===== src/rtl/debug_loader_pkg.sv =====
// Shared opcodes, FSM state encoding and payload sizes for the debug loader.
// DEBUG_LOADER_CSUM_EN adds the checksum state used by the trailing-byte check.
package debug_loader_pkg;

    localparam logic [7:0] OP_IMEM_WR = 8'h01;
    localparam logic [7:0] OP_DMEM_WR = 8'h02;
    localparam logic [7:0] OP_REG_WR  = 8'h03;
    localparam logic [7:0] OP_BOOT    = 8'h04;
    localparam logic [7:0] OP_RUN     = 8'h05;
    localparam logic [7:0] OP_HALT    = 8'h06;

    localparam logic [2:0] ST_IDLE = 3'd0;
    localparam logic [2:0] ST_ADDR = 3'd1;
    localparam logic [2:0] ST_DATA = 3'd2;
`ifdef DEBUG_LOADER_CSUM_EN
    localparam logic [2:0] ST_CSUM = 3'd3;
`endif
    localparam logic [2:0] ST_EXEC = 3'd4;

    function automatic logic [3:0] op_payload_bytes(input logic [7:0] op);
        case (op)
            OP_IMEM_WR, OP_DMEM_WR, OP_REG_WR: return 4'd8;
            OP_BOOT:                           return 4'd4;
            default:                           return 4'd0;
        endcase
    endfunction

    function automatic logic op_known(input logic [7:0] op);
        return (op >= OP_IMEM_WR) && (op <= OP_HALT);
    endfunction

endpackage


===== src/rtl/debug_loader_word_asm.sv =====
// Four-byte little-endian shift-in assembler; o_done flags the byte that completes the word.
module debug_loader_word_asm (
    input  logic        i_clk,
    input  logic        i_rst,
    input  logic        i_shift,
    input  logic [7:0]  i_byte,
    output logic [31:0] o_word,
    output logic [31:0] o_word_nxt,
    output logic        o_done
);

    logic [31:0] r_word;
    logic [1:0]  r_count;

    // First byte ends up in bits 7:0 after four shifts.
    assign o_word_nxt = {i_byte, r_word[31:8]};
    assign o_word     = r_word;
    assign o_done     = i_shift && (r_count == 2'd3);

    always_ff @(posedge i_clk) begin
        if (i_rst) begin
            r_word  <= '0;
            r_count <= '0;
        end else if (i_shift) begin
            r_word  <= o_word_nxt;
            r_count <= r_count + 2'd1;
        end
    end

endmodule


===== src/rtl/debug_loader.sv =====
// Host byte-stream boot/debug loader driving core reset, boot address and debug write ports.
// Define DEBUG_LOADER_CSUM_EN to require a trailing 8-bit checksum byte on every command.
module debug_loader
    import debug_loader_pkg::*;
#(
    parameter logic [31:0] RESET_VECTOR = 32'h0000_0000,
    parameter bit          ALIGN_CHECK  = 1'b1
) (
    input  logic        i_clk,
    input  logic        i_rst,
    input  logic        i_in_valid,
    input  logic [7:0]  i_in_data,
    output logic        o_in_ready,
    output logic        o_core_rst,
    output logic [31:0] o_core_rst_addr,
    output logic        o_debug_imem_oe,
    output logic        o_debug_imem_we,
    output logic [31:0] o_debug_imem_addr,
    output logic [31:0] o_debug_imem_data,
    output logic        o_debug_dmem_oe,
    output logic        o_debug_dmem_we,
    output logic [31:0] o_debug_dmem_addr,
    output logic [31:0] o_debug_dmem_data,
    output logic        o_debug_reg_oe,
    output logic        o_debug_reg_we,
    output logic [4:0]  o_debug_reg_ra,
    output logic [4:0]  o_debug_reg_rb,
    output logic [31:0] o_debug_reg_data,
    output logic        o_cmd_done,
    output logic        o_err
);

`ifdef DEBUG_LOADER_CSUM_EN
    localparam bit         CSUM_EN = 1'b1;
    localparam logic [2:0] ST_TAIL = ST_CSUM;
`else
    localparam bit         CSUM_EN = 1'b0;
    localparam logic [2:0] ST_TAIL = ST_EXEC;
`endif

    logic [2:0]  r_state, w_state_nxt;
    logic [7:0]  r_op, w_op;
    logic        r_core_rst, r_exec_ok, r_err, r_cmd_done;
    logic [31:0] r_core_rst_addr;
    logic        r_imem_we, r_dmem_we, r_reg_we;
    logic [31:0] r_imem_addr, r_imem_data, r_dmem_addr, r_dmem_data, r_reg_data;
    logic [4:0]  r_reg_idx;
    logic        w_fire, w_last, w_bad_op, w_csum_ok, w_is_wr, w_misalign, w_cmd_err;
    logic        w_addr_done, w_data_done;
    logic [31:0] w_addr_word, w_addr_nxt, w_data_word, w_data_nxt, w_addr_fin, w_data_fin;

    assign o_in_ready = !i_rst && (r_state != ST_EXEC);
    assign w_fire     = i_in_valid && o_in_ready;
    assign w_op       = (r_state == ST_IDLE) ? i_in_data : r_op;

    debug_loader_word_asm u_addr_asm (
        .i_clk      (i_clk),
        .i_rst      (i_rst),
        .i_shift    (w_fire && (r_state == ST_ADDR)),
        .i_byte     (i_in_data),
        .o_word     (w_addr_word),
        .o_word_nxt (w_addr_nxt),
        .o_done     (w_addr_done)
    );

    debug_loader_word_asm u_data_asm (
        .i_clk      (i_clk),
        .i_rst      (i_rst),
        .i_shift    (w_fire && (r_state == ST_DATA)),
        .i_byte     (i_in_data),
        .o_word     (w_data_word),
        .o_word_nxt (w_data_nxt),
        .o_done     (w_data_done)
    );

`ifdef DEBUG_LOADER_CSUM_EN
    logic [7:0] r_sum;
    always_ff @(posedge i_clk) begin
        if (i_rst) begin
            r_sum <= '0;
        end else if (w_fire && (r_state == ST_IDLE)) begin
            r_sum <= i_in_data;
        end else if (w_fire) begin
            r_sum <= r_sum + i_in_data;
        end
    end
    assign w_csum_ok = (i_in_data == r_sum);
`else
    assign w_csum_ok = 1'b1;
`endif

    // w_last marks the byte that completes a command; the decision is taken on that edge.
    always_comb begin
        w_state_nxt = r_state;
        w_last      = 1'b0;
        w_bad_op    = 1'b0;
        case (r_state)
            ST_IDLE: if (w_fire) begin
                if (!op_known(i_in_data)) begin
                    w_bad_op = 1'b1;
                end else if (op_payload_bytes(i_in_data) == 4'd0) begin
                    w_state_nxt = ST_TAIL;
                    w_last      = !CSUM_EN;
                end else begin
                    w_state_nxt = ST_ADDR;
                end
            end
            ST_ADDR: if (w_addr_done) begin
                if (op_payload_bytes(r_op) == 4'd4) begin
                    w_state_nxt = ST_TAIL;
                    w_last      = !CSUM_EN;
                end else begin
                    w_state_nxt = ST_DATA;
                end
            end
            ST_DATA: if (w_data_done) begin
                w_state_nxt = ST_TAIL;
                w_last      = !CSUM_EN;
            end
`ifdef DEBUG_LOADER_CSUM_EN
            ST_CSUM: if (w_fire) begin
                w_state_nxt = ST_EXEC;
                w_last      = 1'b1;
            end
`endif
            ST_EXEC: w_state_nxt = ST_IDLE;
            default: w_state_nxt = ST_IDLE;
        endcase
    end

    assign w_addr_fin = (r_state == ST_ADDR) ? w_addr_nxt : w_addr_word;
    assign w_data_fin = (r_state == ST_DATA) ? w_data_nxt : w_data_word;
    assign w_is_wr    = op_payload_bytes(w_op) != 4'd0;
    assign w_misalign = ALIGN_CHECK && (w_op != OP_REG_WR) && (w_addr_fin[1:0] != 2'b00);
    assign w_cmd_err  = !w_csum_ok || (w_is_wr && (!r_core_rst || w_misalign));

    always_ff @(posedge i_clk) begin
        if (i_rst) begin
            r_state         <= ST_IDLE;
            r_op            <= '0;
            r_core_rst      <= 1'b1;
            r_core_rst_addr <= RESET_VECTOR;
            r_exec_ok       <= 1'b0;
            r_err           <= 1'b0;
            r_cmd_done      <= 1'b0;
            r_imem_we       <= 1'b0;
            r_dmem_we       <= 1'b0;
            r_reg_we        <= 1'b0;
            r_imem_addr     <= '0;
            r_imem_data     <= '0;
            r_dmem_addr     <= '0;
            r_dmem_data     <= '0;
            r_reg_idx       <= '0;
            r_reg_data      <= '0;
        end else begin
            r_state    <= w_state_nxt;
            r_cmd_done <= w_bad_op || w_last;
            r_imem_we  <= 1'b0;
            r_dmem_we  <= 1'b0;
            r_reg_we   <= 1'b0;
            if (w_fire && (r_state == ST_IDLE)) r_op <= i_in_data;
            if (w_bad_op || (w_last && w_cmd_err)) r_err <= 1'b1;
            if (w_last) r_exec_ok <= !w_cmd_err;
            if (w_last && !w_cmd_err) begin
                case (w_op)
                    OP_IMEM_WR: begin
                        r_imem_we   <= 1'b1;
                        r_imem_addr <= w_addr_fin;
                        r_imem_data <= w_data_fin;
                    end
                    OP_DMEM_WR: begin
                        r_dmem_we   <= 1'b1;
                        r_dmem_addr <= w_addr_fin;
                        r_dmem_data <= w_data_fin;
                    end
                    OP_REG_WR: if (w_addr_fin[4:0] != 5'd0) begin
                        r_reg_we   <= 1'b1;
                        r_reg_idx  <= w_addr_fin[4:0];
                        r_reg_data <= w_data_fin;
                    end
                    default: ;
                endcase
            end
            // Core-control side effects land at the end of EXEC; addr word is stable here.
            if ((r_state == ST_EXEC) && r_exec_ok) begin
                case (r_op)
                    OP_BOOT: r_core_rst_addr <= w_addr_word;
                    OP_RUN:  r_core_rst      <= 1'b0;
                    OP_HALT: r_core_rst      <= 1'b1;
                    default: ;
                endcase
            end
        end
    end

    assign o_core_rst        = r_core_rst;
    assign o_core_rst_addr   = r_core_rst_addr;
    assign o_debug_imem_oe   = r_core_rst;
    assign o_debug_imem_we   = r_imem_we;
    assign o_debug_imem_addr = r_imem_addr;
    assign o_debug_imem_data = r_imem_data;
    assign o_debug_dmem_oe   = r_core_rst;
    assign o_debug_dmem_we   = r_dmem_we;
    assign o_debug_dmem_addr = r_dmem_addr;
    assign o_debug_dmem_data = r_dmem_data;
    assign o_debug_reg_oe    = r_core_rst;
    assign o_debug_reg_we    = r_reg_we;
    assign o_debug_reg_ra    = r_reg_idx;
    assign o_debug_reg_rb    = r_reg_idx;
    assign o_debug_reg_data  = r_reg_data;
    assign o_cmd_done        = r_cmd_done;
    assign o_err             = r_err;

endmodule


===== config.mk =====
export PLATFORM = sky130hd
export DESIGN_NAME = debug_loader
export DESIGN_NICKNAME = d
export VERILOG_FILES = /design/src/rtl/debug_loader_pkg.sv /design/src/rtl/debug_loader_word_asm.sv /design/src/rtl/debug_loader.sv
export SDC_FILE = /design/constraint.sdc
export NUM_CORES = 1
export LEC_CHECK = 0
export CAP_MARGIN = 30
export CORE_ASPECT_RATIO = 0.5
export CORE_MARGIN = 3
export CORE_UTILIZATION = 40
export CTS_CLUSTER_DIAMETER = 50
export DETAILED_ROUTE_END_ITERATION = 8
export SETUP_SLACK_MARGIN = 0.3
export SYNTH_ARGS = -nofsm -noshare
export SYNTH_HDL_FRONTEND = slang
export SYNTH_SLANG_ARGS = --single-unit
export TNS_END_PERCENT = 5

===== constraint.sdc =====
create_clock -name i_clk -period 3.35 [get_ports i_clk]
set_input_delay 0.335 -clock i_clk [delete_from_list [all_inputs] [get_ports i_clk]]
set_output_delay 0.335 -clock i_clk [all_outputs]
set_load 0.05 [all_outputs]

---- Word-level counts from Yosys, hierarchy flattened ----
Cells that the tools add are included.
storage, ports and cells
  bits in registers ....................... 283
  output and inout port bits .............. 212
  bits of input ports ..................... 11
operators by class
  bitwise operators ....................... 2
  muxes and demuxes ....................... 32
  $lt $le $gt $ge ......................... 2
  reductions and logical operators ........ 36
  add/sub/neg operators ................... 2
  eq/ne operators ......................... 26
operators by type and width
  operator               number
  $mux W32               2
  $eq A8 B2 Y1 const B   6
  $eq A8 B3 Y1 const B   5
  $eq A8 B1 Y1 const B   3
  $pmux W4 S2            3
  $mux W4                5
  $mux W3                6
  $logic_and A1 B1 Y1    13
  $mux W1                12
  $reduce_or A3 Y1       4
  $pmux W3 S3            1
  $ge A8 B1 Y1 const B   1
  $le A8 B3 Y1 const B   1
  $mux W8                1
  $ne A8 B2 Y1 const B   1
  $reduce_and A2 Y1      4
  $ne A2 B1 Y1 const B   3
  $reduce_bool A5 Y1     1
  $add A2 B1 Y2 const B  2
  $eq A2 B2 Y1 const B   2
  $eq A4 B3 Y1 const B   1
  $logic_not A4 Y1       1
  $reduce_and A4 Y1      1
  $reduce_bool A2 Y1     2
  14 further kinds       19

---- Logic depth before layout (Yosys ltp) ----
  depth after elaboration ................. 14
  depth in mapped cells ................... 10
  mapped depth without buffers ............ 6

---- Modules after synthesis ----
A second synthesis with hierarchy kept.
unflattened totals
  cells, all modules ...................... 1168
  area, all modules ....................... 11880.1 um^2
by module, submodules not included
  module                 area an instance (um^2)  cells each  times used
  debug_loader           8884.8                   880         1
  debug_loader_word_asm  1497.7                   144         2

---- Worst setup path after synthesis ----
OpenSTA, ideal clock, no wires.
  path type ............................... reg2reg
  from .................................... reg r_op[7]
  to ...................................... reg r_dmem_addr[29], in the netlist o_debug_dmem_addr[29]
  arrival ................................. 2.375 ns
  stages on the path, launching flop included .. 9
  path slack .............................. 0.852 ns
  period minus slack after synthesis ...... 2.498 ns
  data required time ...................... 3.227 ns
  cells stage by stage .................... dfxtp_1 -> or4_1 -> or4_1 -> and2_4 -> a211oi_2 -> a21boi_2 -> buf_6 -> buf_12 -> mux2_1
on the way
  word-level cells in the longest chain between the ends .. 11
  elaborated cells between the ends (all ways) .. 27
  those cells by class .................... eq/ne (10); mux (8); reduce/logical (9)
RTL lines
  what                                                 RTL line                RTL
  from (decl)                                          debug_loader.sv:42      logic [7:0] r_op, w_op;
  from (signal assigned)                               debug_loader.sv:161     if (w_fire && (r_state == ST_IDLE)) r_op <= i_in_data;
  $eq A8 B1 Y1 / $eq A8 B2 Y1 (equally long branches)  debug_loader_pkg.sv:21  case (op)
  $reduce_or A3 Y1                                     debug_loader_pkg.sv:21
  $pmux W4 S2                                          debug_loader_pkg.sv:21
  $mux W4                                              debug_loader.sv:108     ST_ADDR: if (w_addr_done) begin
  $mux W4                                              debug_loader.sv:97      case (r_state)
  $eq A4 B3 Y1                                         debug_loader.sv:109     if (op_payload_bytes(r_op) == 4'd4) begin
  $mux W1                                              debug_loader.sv:109
  $mux W1                                              debug_loader.sv:108
  $pmux W1 S3                                          debug_loader.sv:97
  $logic_and A1 B1 Y1                                  debug_loader.sv:164     if (w_last && !w_cmd_err) begin
  $reduce_and A2 Y1 (no source line) (*)               -
  to (signal assigned)                                 debug_loader.sv:173     r_dmem_addr <= w_addr_fin;
  to (decl)                                            debug_loader.sv:46      logic [31:0] r_imem_addr, r_imem_data, r_dmem_addr, r_dmem_data, r_reg_data;
Mark *: on every way between the ends. The rest lies on a longest branch, timed or not. The select of a mux whose other input is x is not followed.
A chain may end at the register's enable or synchronous reset.

---- Final worst setup path ----
  from .................................... reg r_op[3]
  to ...................................... reg r_imem_addr[5], in the netlist o_debug_imem_addr[5]
on the way
  word-level cells in the longest chain between the ends .. 11
  elaborated cells between the ends (all ways) .. 27
  those cells by class .................... eq/ne (10); mux (8); reduce/logical (9)
RTL lines
  what                                                 RTL line                RTL
  $eq A8 B1 Y1 / $eq A8 B2 Y1 (equally long branches)  debug_loader_pkg.sv:21
  $reduce_or A3 Y1                                     debug_loader_pkg.sv:21
  $pmux W4 S2                                          debug_loader_pkg.sv:21
  $mux W4                                              debug_loader.sv:108
  $mux W4                                              debug_loader.sv:97
  $eq A4 B3 Y1                                         debug_loader.sv:109
  $mux W1                                              debug_loader.sv:109
  $mux W1                                              debug_loader.sv:108
  $pmux W1 S3                                          debug_loader.sv:97
  $logic_and A1 B1 Y1                                  debug_loader.sv:164
  $reduce_and A2 Y1 (no source line) (*)               -
  to (signal assigned)                                 debug_loader.sv:168     r_imem_addr <= w_addr_fin;
  to (decl)                                            debug_loader.sv:46
Marked as above.

==> run_results.csv <==
group,metric,value,unit
timing,drv_slew,0,
clock_tree,clock_latency,0.54,ns
clock_tree,cts_buffer_depth,3,
synthesis,syn_inst,1320,
synthesis,synth-async-reset-ratio,0,%
clock_tree,cts.sinks,283,
layout,syn2layout_area_growth,28.6,%
power_and_ir_drop,clkPwrFrac,46.3,%
power_and_ir_drop,p_seq_share,51.2,%
synthesis,synth_enable_flop_cells,0,
setup_path,worst-path-buf-inv,1,
timing,timing.final.hold_violations,0,
setup_path,cp.arrival,3.31,ns
grt,grt_usage,19.0,%
synthesis,synth_most_common_cell,"nand2_1",
timing,rsz0062_at_grt,"no",
layout,layout.nets,1510,
clock_tree,cts_tree,"yes",
setup_path,endpoint_kind,"register",
detailed_routing,wl,31.7,mm
die,dieHeight,127,um
timing,worst_slew_pin_slew,0.725,ns
timing,max_freq,346,MHz
timing,slew-limit-headroom,51.7,%
detailed_routing,drt_iter0_drc,681,
power_and_ir_drop,p_per_area,436,nW/um^2
run,drv_cap,0,
timing,period_share,86.3,%
power_and_ir_drop,ir_drop,312,uV
grt,overflow,0,
outcome,status,"finished clean",
synthesis,synth-seq-cells,283,
power_and_ir_drop,switching_share,22.2,%
placement,dp_hpwl,21.5,mm
grt,antenna_found_initial,0,
timing,worst_slack,0.460,ns
power_and_ir_drop,p_int,5130,uW
timing,setup_viol,0,
setup_path,required,3.77,ns
die,die_x,248,um
layout,n_antenna_cell,0,
grt,grt_pass1_vias,9114,
synthesis,ys_seq_area_share,48.2,%
timing,fin_crit,2.89,ns
synthesis,synth_cell_type_count,46,
die,die_area,31600,um^2
detailed_routing,drtAntennaViolNets,0,
synthesis,synth_nets,1333,
detailed_routing,vias,9501,
synthesis,synth_ff_type,"dfxtp_1",
die,start_util,41.5,%
setup_path,crit_path_start_kind,"register",
clock_tree,cts_buffers,27,
clock_tree,cts_max_level,1,
setup_path,crit_slowest_cell,"or4_1",
timing,setup_tns,0,ns
setup_path,crit_family,"simple AND/OR/NAND/NOR gates",
synthesis,yosysTopAreaCellShare,48.2,%
detailed_routing,first_pass_iters,5,
detailed_routing,wl_per_cell,16.7,um
placement,place_ws,0.331,ns
die,fp-row-count,43,
synthesis,ys_top_cells_by_count,"nand2_1, dfxtp_1, a21oi_1, mux2i_1, nand2b_1",
synthesis,synth_area,11800,um^2
die,io_pins,223,
clock_tree,clock-root-buffer,"clkbuf_16",
synthesis,synth.top_cells.by_area,"dfxtp_1, nand2_1, mux2i_1, a21oi_1, nand2b_1",
setup_path,path_class,"register to register",
detailed_routing,drc,0,
clock_tree,cts_setup_buffers,0,
synthesis,yosys_warnings,0,
setup_path,slowest_delay,0.53,ns
clock_tree,clk_pin_slew,0.07,ns
detailed_routing,vias_per_cell,5.00,
setup_path,critical_path.cell_chain,"or4_1 > or2_2 > o32ai_2 > nand2_1 > nand4b_1 > buf_6 > mux2_2",
placement,routabilityCongestion,0.867,
worst_hold_path,hold_path_class,"primary input to register",
grt,grt_max_degree,94,
grt,grt_pass1_wl,49.7,mm
die,core_area,28300,um^2
synthesis,avgSynthCellArea,8.90,um^2
layout,layout-drive-gt1-share,8.04,%
power_and_ir_drop,pwr-share-comb,2.5,%
synthesis,yosys.area.top_type,"dfxtp_1",
power_and_ir_drop,finalPower,6590,uW
setup_path,critical_path.max_fanout,26,
timing,skew,0.0181,ns
power_and_ir_drop,p_leak,0.00557,uW
power_and_ir_drop,switching_power,1460,uW
placement,portBuffers,222,
## layout make-up
class                           instances  area (um^2)
Clock buffer                           38          777
Clock inverter                         11         98.8
Fill cell                            2677        13200
Multi-Input combinational cell        932         5580
Sequential cell                       283         5670
Tap cell                              382          478
Timing Repair Buffer                  253         2520
## worst reg2reg max path, delay by kind of cell (launching register included)
family                 cells  cell delay (ns)
buffers and inverters      1             0.35
flip-flops                 1             0.32
AO/OA/AOI/OAI              1             0.45
multiplexers               1             0.39
AND/OR/NAND/NOR            4             1.26
## per-layer routing
metal	vias up	wire length (um)	GRT usage, %
met3	40	1330	3.25
met1	4577	14500	25.7
met5	-	0	0
met2	209	15300	32.4
met4	0	546	3.77
li1	4675	-	-
## registers in the layout, indices dropped and copies added (netlist names), 2 cells and up
| signal | count |
|---|---|
| o_debug_imem_data | 32 |
| o_debug_dmem_data | 32 |
| o_debug_imem_addr | 32 |
| o_debug_reg_data | 32 |
| u_addr_asm.o_word | 32 |
| o_debug_reg_ra | 5 |
| o_core_rst_addr | 32 |
| r_op | 8 |
| r_state | 3 |
| u_addr_asm.r_count | 2 |
| u_data_asm.r_count | 2 |
| u_data_asm.o_word | 32 |
| o_debug_dmem_addr | 32 |
## final timing paths
path | from | end | slack, ns | cells past startpoint
worst max-delay path | r_op[3]$_SDFFE_PP0P_ | o_debug_imem_addr[5]$_SDFFE_PP0P_ | 0.46 | 7
worst min-delay path | i_rst | u_data_asm.r_count[0]$_SDFFE_PP0P_ | 0.19 | 2
worst max register to register | r_op[3]$_SDFFE_PP0P_ | o_debug_imem_addr[5]$_SDFFE_PP0P_ | 0.46 | 7
worst min register to register | o_core_rst_addr[9]$_SDFFE_PP0P_ | o_core_rst_addr[9]$_SDFFE_PP0P_ | 0.45 | 2
## logic make-up after synthesis
logic type | synth area share, %
DFF | 48.2
muxes | 14.6
and+or+nand+nor | 22.9
buffers and inverters | 4.60
AOI/OAI and AO/OA | 9.22
xor gates and xnor gates | 0.298
adders and majority gates | 0.213
## cell usage in the layout, fill, tap and decap left out, types with 6 or more instances in the layout
cell type / instances
nor2b_1: 58
clkbuf_8: 6
mux2_1: 23
nand3_1: 8
mux2i_1: 106
nand2_1: 349
a21oi_1: 143
buf_4: 26
clkbuf_16: 27
mux2_2: 35
a21o_1: 36
nand2b_1: 105
dfxtp_1: 283
nor2_1: 16
clkdlybuf4s50_1: 221
clkinv_2: 6
## metrics by stage
step | instances | area [um^2] | util (%) | hold WS (ns)
after floorplan | 1320 | 11800 | - | 0.431
after global placement | 1849 | 14200 | 50.2 | 0.441
after detailed placement | 1850 | 14200 | 50.3 | 0.444
after CTS | 1899 | 15100 | 53.4 | 0.167
after global routing | 1899 | 15100 | 53.4 | 0.214
final | 1899 | 15100 | 53.4 | 0.188
## power by group through the flow
stage | logic [uW] | clock network [uW] | registers [uW]
after detailed placement | 163 | 0 | 3450
after global placement | 157 | 0 | 3450
after global routing | 175 | 3260 | 3370
after floorplan | 100 | 0 | 3450
final | 164 | 3050 | 3370
after CTS | 163 | 3120 | 3370
## repair_timing
item / CTS / global route
endpoints found under the setup margin: 0 / 3
hold buffers: 0 / 0
gates resized for setup: 0 / 2
hold endpoints to repair: 0 / 0
Power figures use the tool's default switching activity.
